<file path="src/rtl/alu_pkg.sv">
// rtl/alu_pkg.sv - operation codes, FSM states and helpers for alu_muldiv
package alu_pkg;

    localparam logic [3:0] ALU_AND   = 4'b0000;
    localparam logic [3:0] ALU_OR    = 4'b0001;
    localparam logic [3:0] ALU_ADD   = 4'b0010;
    localparam logic [3:0] ALU_SRA   = 4'b0011;
    localparam logic [3:0] ALU_SLL   = 4'b0100;
    localparam logic [3:0] ALU_SRL   = 4'b0101;
    localparam logic [3:0] ALU_SUB   = 4'b0110;
    localparam logic [3:0] ALU_SLT   = 4'b0111;
    localparam logic [3:0] ALU_MULT  = 4'b1000;
    localparam logic [3:0] ALU_MULTU = 4'b1001;
    localparam logic [3:0] ALU_DIV   = 4'b1010;
    localparam logic [3:0] ALU_DIVU  = 4'b1011;
    localparam logic [3:0] ALU_NOR   = 4'b1100;
    localparam logic [3:0] ALU_XOR   = 4'b1101;
    localparam logic [3:0] ALU_MFHI  = 4'b1110;
    localparam logic [3:0] ALU_MFLO  = 4'b1111;

    // Iterative unit opcode: the low two bits of the ALU control code
    localparam logic [1:0] MD_MULT  = 2'b00;
    localparam logic [1:0] MD_MULTU = 2'b01;
    localparam logic [1:0] MD_DIV   = 2'b10;
    localparam logic [1:0] MD_DIVU  = 2'b11;

    typedef enum logic [1:0] {IDLE, PREP, ITER, FIX} state_t;

    function automatic logic is_muldiv(input logic [3:0] code);
        return (code == ALU_MULT) || (code == ALU_MULTU) ||
               (code == ALU_DIV)  || (code == ALU_DIVU);
    endfunction

endpackage

</file>
<file path="src/rtl/muldiv_iter.sv">
// rtl/muldiv_iter.sv - iterative shift-add multiplier and restoring divider
module muldiv_iter
    import alu_pkg::*;
#(
    parameter int WIDTH = 32,
    parameter int SHW   = $clog2(WIDTH)
) (
    input  logic             clk,
    input  logic             reset,
    input  logic             start,
    input  logic [1:0]       op,
    input  logic [WIDTH-1:0] a,
    input  logic [WIDTH-1:0] b,
    output logic             done,
    output logic [WIDTH-1:0] hi_out,
    output logic [WIDTH-1:0] lo_out
);

    localparam logic [SHW-1:0] LAST = SHW'(WIDTH - 1);

    logic [1:0]         op_r;
    logic [WIDTH-1:0]   a_r, b_r;
    logic [WIDTH-1:0]   mag_b;
    logic [WIDTH-1:0]   acc_hi, acc_lo;
    logic               neg_q, neg_r;
    logic [SHW-1:0]     cnt;
    logic               prep, run;

    logic               is_div, is_signed, a_neg, b_neg;
    logic [WIDTH:0]     sum, shifted, diff;
    logic [WIDTH-1:0]   hi_nxt, lo_nxt;
    logic [2*WIDTH-1:0] prod, prod_fix;

    // Operand signs and one multiply/divide step
    always_comb begin
        is_div    = (op_r == MD_DIV) || (op_r == MD_DIVU);
        is_signed = (op_r == MD_MULT) || (op_r == MD_DIV);
        a_neg     = is_signed & a_r[WIDTH-1];
        b_neg     = is_signed & b_r[WIDTH-1];
        sum       = {1'b0, acc_hi} + ({1'b0, mag_b} & {(WIDTH+1){acc_lo[0]}});
        shifted   = {acc_hi, acc_lo[WIDTH-1]};
        diff      = shifted - {1'b0, mag_b};
        hi_nxt    = sum[WIDTH:1];
        lo_nxt    = {sum[0], acc_lo[WIDTH-1:1]};
        if (is_div) begin
            // diff[WIDTH] is the borrow: set means the trial subtraction fails
            if (!diff[WIDTH]) begin
                hi_nxt = diff[WIDTH-1:0];
                lo_nxt = {acc_lo[WIDTH-2:0], 1'b1};
            end else begin
                hi_nxt = shifted[WIDTH-1:0];
                lo_nxt = {acc_lo[WIDTH-2:0], 1'b0};
            end
        end
    end

    // Sign correction of the finished magnitudes
    always_comb begin
        prod     = {acc_hi, acc_lo};
        prod_fix = neg_q ? -prod : prod;
        hi_out   = prod_fix[2*WIDTH-1:WIDTH];
        lo_out   = prod_fix[WIDTH-1:0];
        if (is_div) begin
            if (b_r == '0) begin
                hi_out = a_r;
                lo_out = '1;
            end else begin
                hi_out = neg_r ? -acc_hi : acc_hi;
                lo_out = neg_q ? -acc_lo : acc_lo;
            end
        end
    end

    assign done = run && (cnt == LAST);

    // Operand capture, magnitude preparation and iteration
    always_ff @(posedge clk) begin
        if (reset) begin
            op_r   <= '0;
            a_r    <= '0;
            b_r    <= '0;
            mag_b  <= '0;
            acc_hi <= '0;
            acc_lo <= '0;
            neg_q  <= 1'b0;
            neg_r  <= 1'b0;
            cnt    <= '0;
            prep   <= 1'b0;
            run    <= 1'b0;
        end else if (start) begin
            op_r <= op;
            a_r  <= a;
            b_r  <= b;
            prep <= 1'b1;
        end else if (prep) begin
            prep   <= 1'b0;
            run    <= 1'b1;
            cnt    <= '0;
            acc_hi <= '0;
            acc_lo <= a_neg ? -a_r : a_r;
            mag_b  <= b_neg ? -b_r : b_r;
            neg_q  <= a_neg ^ b_neg;
            neg_r  <= a_neg;
        end else if (run) begin
            acc_hi <= hi_nxt;
            acc_lo <= lo_nxt;
            cnt    <= cnt + 1'b1;
            if (cnt == LAST) begin
                run <= 1'b0;
            end
        end
    end

endmodule

</file>
<file path="src/rtl/alu_muldiv.sv">
// rtl/alu_muldiv.sv - registered MIPS ALU with iterative multiply/divide and HI/LO
module alu_muldiv
    import alu_pkg::*;
#(
    parameter int WIDTH = 32,
    parameter int SHW   = $clog2(WIDTH)
) (
    input  logic             clk,
    input  logic             reset,
    input  logic             in_valid,
    output logic             in_ready,
    input  logic [WIDTH-1:0] data1,
    input  logic [WIDTH-1:0] data2,
    input  logic [3:0]       alu_control,
    output logic             out_valid,
    output logic [WIDTH-1:0] result,
    output logic             zero,
    output logic [WIDTH-1:0] hi,
    output logic [WIDTH-1:0] lo
);

    state_t           state, state_nxt;
    logic             accept, start, md_done;
    logic [SHW-1:0]   shamt;
    logic [WIDTH-1:0] simple_res, md_hi, md_lo;

    assign in_ready = (state == IDLE);
    assign accept   = in_valid && in_ready;
    assign start    = accept && is_muldiv(alu_control);
    assign shamt    = data1[SHW-1:0];

    muldiv_iter #(
        .WIDTH (WIDTH),
        .SHW   (SHW)
    ) u_iter (
        .clk    (clk),
        .reset  (reset),
        .start  (start),
        .op     (alu_control[1:0]),
        .a      (data1),
        .b      (data2),
        .done   (md_done),
        .hi_out (md_hi),
        .lo_out (md_lo)
    );

    // Single-cycle operation results
    always_comb begin
        simple_res = '0;
        case (alu_control)
            ALU_AND:  simple_res = data1 & data2;
            ALU_OR:   simple_res = data1 | data2;
            ALU_ADD:  simple_res = data1 + data2;
            ALU_SUB:  simple_res = data1 - data2;
            ALU_SLT:  simple_res = {{(WIDTH-1){1'b0}}, ($signed(data1) < $signed(data2))};
            ALU_NOR:  simple_res = ~(data1 | data2);
            ALU_XOR:  simple_res = data1 ^ data2;
            ALU_SLL:  simple_res = data2 << shamt;
            ALU_SRL:  simple_res = data2 >> shamt;
            ALU_SRA:  simple_res = $signed(data2) >>> shamt;
            ALU_MFHI: simple_res = hi;
            ALU_MFLO: simple_res = lo;
            default:  simple_res = '0;
        endcase
    end

    // FSM state register
    always_ff @(posedge clk) begin
        if (reset) begin
            state <= IDLE;
        end else begin
            state <= state_nxt;
        end
    end

    // FSM next state
    always_comb begin
        state_nxt = state;
        case (state)
            IDLE:    if (start) state_nxt = PREP;
            PREP:    state_nxt = ITER;
            ITER:    if (md_done) state_nxt = FIX;
            FIX:     state_nxt = IDLE;
            default: state_nxt = IDLE;
        endcase
    end

    // Result, flag and HI/LO registers
    always_ff @(posedge clk) begin
        if (reset) begin
            out_valid <= 1'b0;
            result    <= '0;
            zero      <= 1'b1;
            hi        <= '0;
            lo        <= '0;
        end else begin
            out_valid <= 1'b0;
            if (accept && !is_muldiv(alu_control)) begin
                out_valid <= 1'b1;
                result    <= simple_res;
                zero      <= (simple_res == '0);
            end else if (state == FIX) begin
                out_valid <= 1'b1;
                hi        <= md_hi;
                lo        <= md_lo;
                result    <= md_lo;
                zero      <= (md_lo == '0);
            end
        end
    end

endmodule

</file>
<file path="config.mk">
export PLATFORM = sky130hd
export DESIGN_NAME = alu_muldiv
export DESIGN_NICKNAME = d
export VERILOG_FILES = /design/src/rtl/alu_pkg.sv /design/src/rtl/muldiv_iter.sv /design/src/rtl/alu_muldiv.sv
export SDC_FILE = /design/constraint.sdc
export NUM_CORES = 2
export LEC_CHECK = 0
export BUFFER_PORTS_ARGS = -buffer_cell sky130_fd_sc_hd__buf_4
export CAP_MARGIN = 30
export CORE_MARGIN = 8
export CORE_UTILIZATION = 50
export CTS_BUF_LIST = sky130_fd_sc_hd__clkbuf_16
export CTS_CLUSTER_SIZE = 40
export DETAILED_ROUTE_END_ITERATION = 12
export PLACE_DENSITY = 0.73
export SLEW_MARGIN = 20
export SYNTH_ARGS = -nofsm -noshare
export SYNTH_HDL_FRONTEND = slang
export SYNTH_SLANG_ARGS = --single-unit
</file>
<file path="constraint.sdc">
create_clock -name clk -period 8.55 [get_ports clk]
set_clock_uncertainty 0.05 [all_clocks]
set_input_delay 2.565 -clock clk [delete_from_list [all_inputs] [get_ports clk]]
set_output_delay 2.565 -clock clk [all_outputs]
set_load 0.005 [all_outputs]
</file>
==> qor.csv <==
stage,metric,value,unit
setup_path,crit_buf_inv,2,
logic_synthesis,syn_inst,3878,
global_route,grt_pass1_vias,28264,
logic_synthesis,synth-compound-area-share,0.298,
setup_path,cp.required,8.96,ns
setup_path,critPathCaptureType,flop,
global_route,grt_first_pass_wirelength,194,mm
sta,hold_viol,0,
logic_synthesis,synth_cell_types,92,
final_layout,nNetsFinal,4083,
placement,placed_area,29600,um^2
clocking,cts_tree,yes,
logic_synthesis,synthTopCellsByArea,"dfxtp_1 (19%), ha_1 (7.7%), a21oi_1 (6.7%)",
clocking,clockRootBuffer,clkbuf_16,
sta,fin_crit,7.06,ns
logic_synthesis,async_flop_share,0,
final_layout,syn_to_final_growth,8.58,%
logic_synthesis,yosysWarningCount,0,
detailed_routing,routedWlPerCell,29.3,um
clocking,cts_resized,0,
setup_path,cp-start-kind,input port,
logic_synthesis,synth-xor-area-share,0.0580,
logic_synthesis,synth_ff_type,dfxtp_1,
power,ir_drop,0.000140,V
logic_synthesis,synthAdderAreaFrac,0.0795,
power,p_leak,12.2,nW
sta,setup_viol,0,
global_route,grt_overflow,0,
floorplan,rows,87,
logic_synthesis,synth-seq-cells,271,
setup_path,critPathKind,input port to flop,
floorplan,core_area,56000,um^2
power,internal_power,0.00260,W
logic_synthesis,syn_nets,4125,
sta,clock.fmax,142,MHz
placement,port_buffers,169,
sta,postLayoutSetupSlackWorst,1.49,ns
sta,worst_pin_slew,1.06,ns
hold_path,hp-class,flop to flop,
clocking,path_clk_slew,0.06,ns
final_layout,fillCellCount,5622,
detailed_routing,ant_nets,0,
setup_path,crit_family,compound AO/OA/AOI/OAI gates,
setup_path,slowest_delay,0.75,ns
power,power,0.00450,W
power,p_sw_frac,0.421,
detailed_routing,drtPass1Iterations,6,
logic_synthesis,synthMuxAreaShare,0.0934,
clocking,htree_num_levels,1,
floorplan,start_util,0.502,
detailed_routing,via_per_inst,6.82,
clocking,clock_sinks,271,
setup_path,crit_chain,buf_4 > clkinv_1 > ha_1 > nor3b_1 > nor3_1 > o211ai_1 > a221oi_1 > o41ai_1 > a41oi_1 > a21oi_1 > o31ai_1 > nor4_2 > and4_1 > and4b_1 > a31o_1,
outcome,outcome,completed,
placement,place_hpwl,104,mm
final_layout,final_layout_size_suffix_gt1_frac,0.102,
clocking,ctsHoldBuffers,0,
sta,post-route-period-util,0.826,
detailed_routing,vias,31459,
placement,dp_slack,1.19,ns
placement,gp_congestion,1.11,
floorplan,die_area,64000,um^2
global_route,antenna_found_initial,11,
detailed_routing,routed_wl,135,mm
setup_path,cpMaxStageDelayCell,a221oi_1,
logic_synthesis,yosys.area.top_type,dfxtp_1,
global_route,grt_max_degree,94,
power,pwr-share-seq,0.320,
logic_synthesis,synth_common_cells,"nor2_1 (432), nand2_1 (421), a21oi_1 (374)",
logic_synthesis,yosysTopAreaCellShare,0.193,
detailed_routing,drc,0,
sta,setup_tns,0,ns
detailed_routing,drt_iter0_markers,4326,
power,power_density,148,nW/um^2
setup_path,cp_max_fo,62,
logic_synthesis,seq_area_frac_synth,0.193,
power,clkPwrFrac,0.258,
floorplan,die_h,253,um
clocking,cts_buffers,29,
sta,slew_violations,0,
clocking,clkLatencyLatePin,0.57,ns
power,switchingPower,0.00190,W
logic_synthesis,netlist_area,28100,um^2
floorplan,die_x,253,um
clocking,post-cts-setup-buffer-count,0,
logic_synthesis,synth-simple-area-share,0.212,
sta,rsz0062_at_grt,false,
power,power.share.combinational,0.422,
logic_synthesis,postSynthAreaPerCell,7.24,um^2
global_route,track_usage,0.402,
logic_synthesis,post-synth-top-count-cell,nor2_1,
sta,max-slew-margin-rel,0.287,
logic_synthesis,synth_top_family_by_area,compound AO/OA/AOI/OAI gates,
final_layout,final_area,30500,um^2
logic_synthesis,synth_edf_count,0,
clocking,clockBufferDepth,3,
floorplan,pin_count,170,
run,maxCapViolCount,0,
setup_path,arrival,7.47,ns
## power by group through the flow
stage | sequential, W | combinational [W] | clock, W
after detailed placement | 0.00146 | 0.00182 | 0
after CTS | 0.00143 | 0.00183 | 0.00116
after global placement | 0.00146 | 0.00182 | 0
final | 0.00144 | 0.00190 | 0.00116
after global routing | 0.00144 | 0.00201 | 0.00121
after floorplan | 0.00141 | 0.00121 | 0
## logic make-up (layout without fill, tap and decap cells)
group | after synthesis | count (layout)
AO/OA/AOI/OAI | 1277 | 1277
adder cells (fa/ha/maj) | 176 | 176
multiplexers | 199 | 199
XOR/XNOR | 186 | 186
buffers and inverters | 468 | 446
other | 0 | 1
flip-flops | 271 | 271
AND/OR/NAND/NOR | 1301 | 1301
## state kept, by name, indices dropped and copies added, names as in the netlist, 2 cells and up
register       flops
u_iter.acc_lo     32
hi                32
u_iter.cnt         5
state              2
u_iter.b_r        32
u_iter.op_r        2
lo                32
u_iter.a_r        32
u_iter.mag_b      32
u_iter.acc_hi     32
result            32
## final timing paths
check	slack (ns)	depth (start not counted)	to	startpoint
worst max-delay path	1.49	15	zero	data1[3]
worst min-delay path	0.41	2	u_iter.mag_b[31]	u_iter.mag_b[31]
worst max register to register	3.41	19	u_iter.acc_hi[23]	u_iter.acc_lo[31]
worst min register to register	0.41	2	u_iter.mag_b[31]	u_iter.mag_b[31]
## tightest hold or removal path: stages (launching register included)
cell	delay, ns
dfxtp_1	0.31
nand2_1	0.06
a21oi_1	0.05
## layout by cell type, fill, tap and decap left out, types with 18 or more instances in the layout
cell type,count
nand2b_1,42
o41ai_1,18
o21ai_0,215
mux4_2,40
and2_1,19
a21oi_1,374
xnor2_1,105
a211oi_1,158
or3_1,33
or4_1,19
nand4_1,24
clkbuf_16,29
buf_4,233
dfxtp_1,268
o221ai_1,29
o31ai_1,32
xor2_1,81
and3_1,21
a21o_1,55
mux2i_1,127
nor3_1,79
a22oi_1,54
a31oi_1,28
ha_1,171
nand2_1,421
nand3_1,58
inv_1,159
or2_2,18
o211ai_1,64
o21bai_1,22
nor2_1,430
o21a_1,24
a221oi_1,24
nor4_1,33
nor2b_1,53
mux2_2,26
o22ai_1,35
## cell type report
class / count / area [um^2] / share of cell area
clock inverters: 22 / 108 / 0.00353
clock buffers: 29 / 726 / 0.0238
inverters: 157 / 589 / 0.0193
flip-flops and latches: 271 / 5430 / 0.178
well taps: 756 / 946 / 0.0310
multi-input cells: 3139 / 20900 / 0.685
repair buffers: 238 / 1810 / 0.0592
diodes: 1 / 2.50 / 0.0000821
## metrics by stage
step | instances | hold WS (ns) | util
after detailed placement | 4558 | 0.405 | 0.530
after CTS | 4609 | 0.414 | 0.545
after global placement | 4557 | 0.394 | 0.529
after floorplan | 3878 | 0.382 | -
final | 4613 | 0.415 | 0.545
after global routing | 4612 | 0.449 | 0.545
## routing by layer
metal	up-vias	GRT usage	routed length [um]
met1	14950	0.555	55100
met5	-	0	60
met4	10	0.206	8260
met2	2112	0.571	54200
li1	14069	-	-
met3	318	0.102	17300
Power figures use the tool's default switching activity.
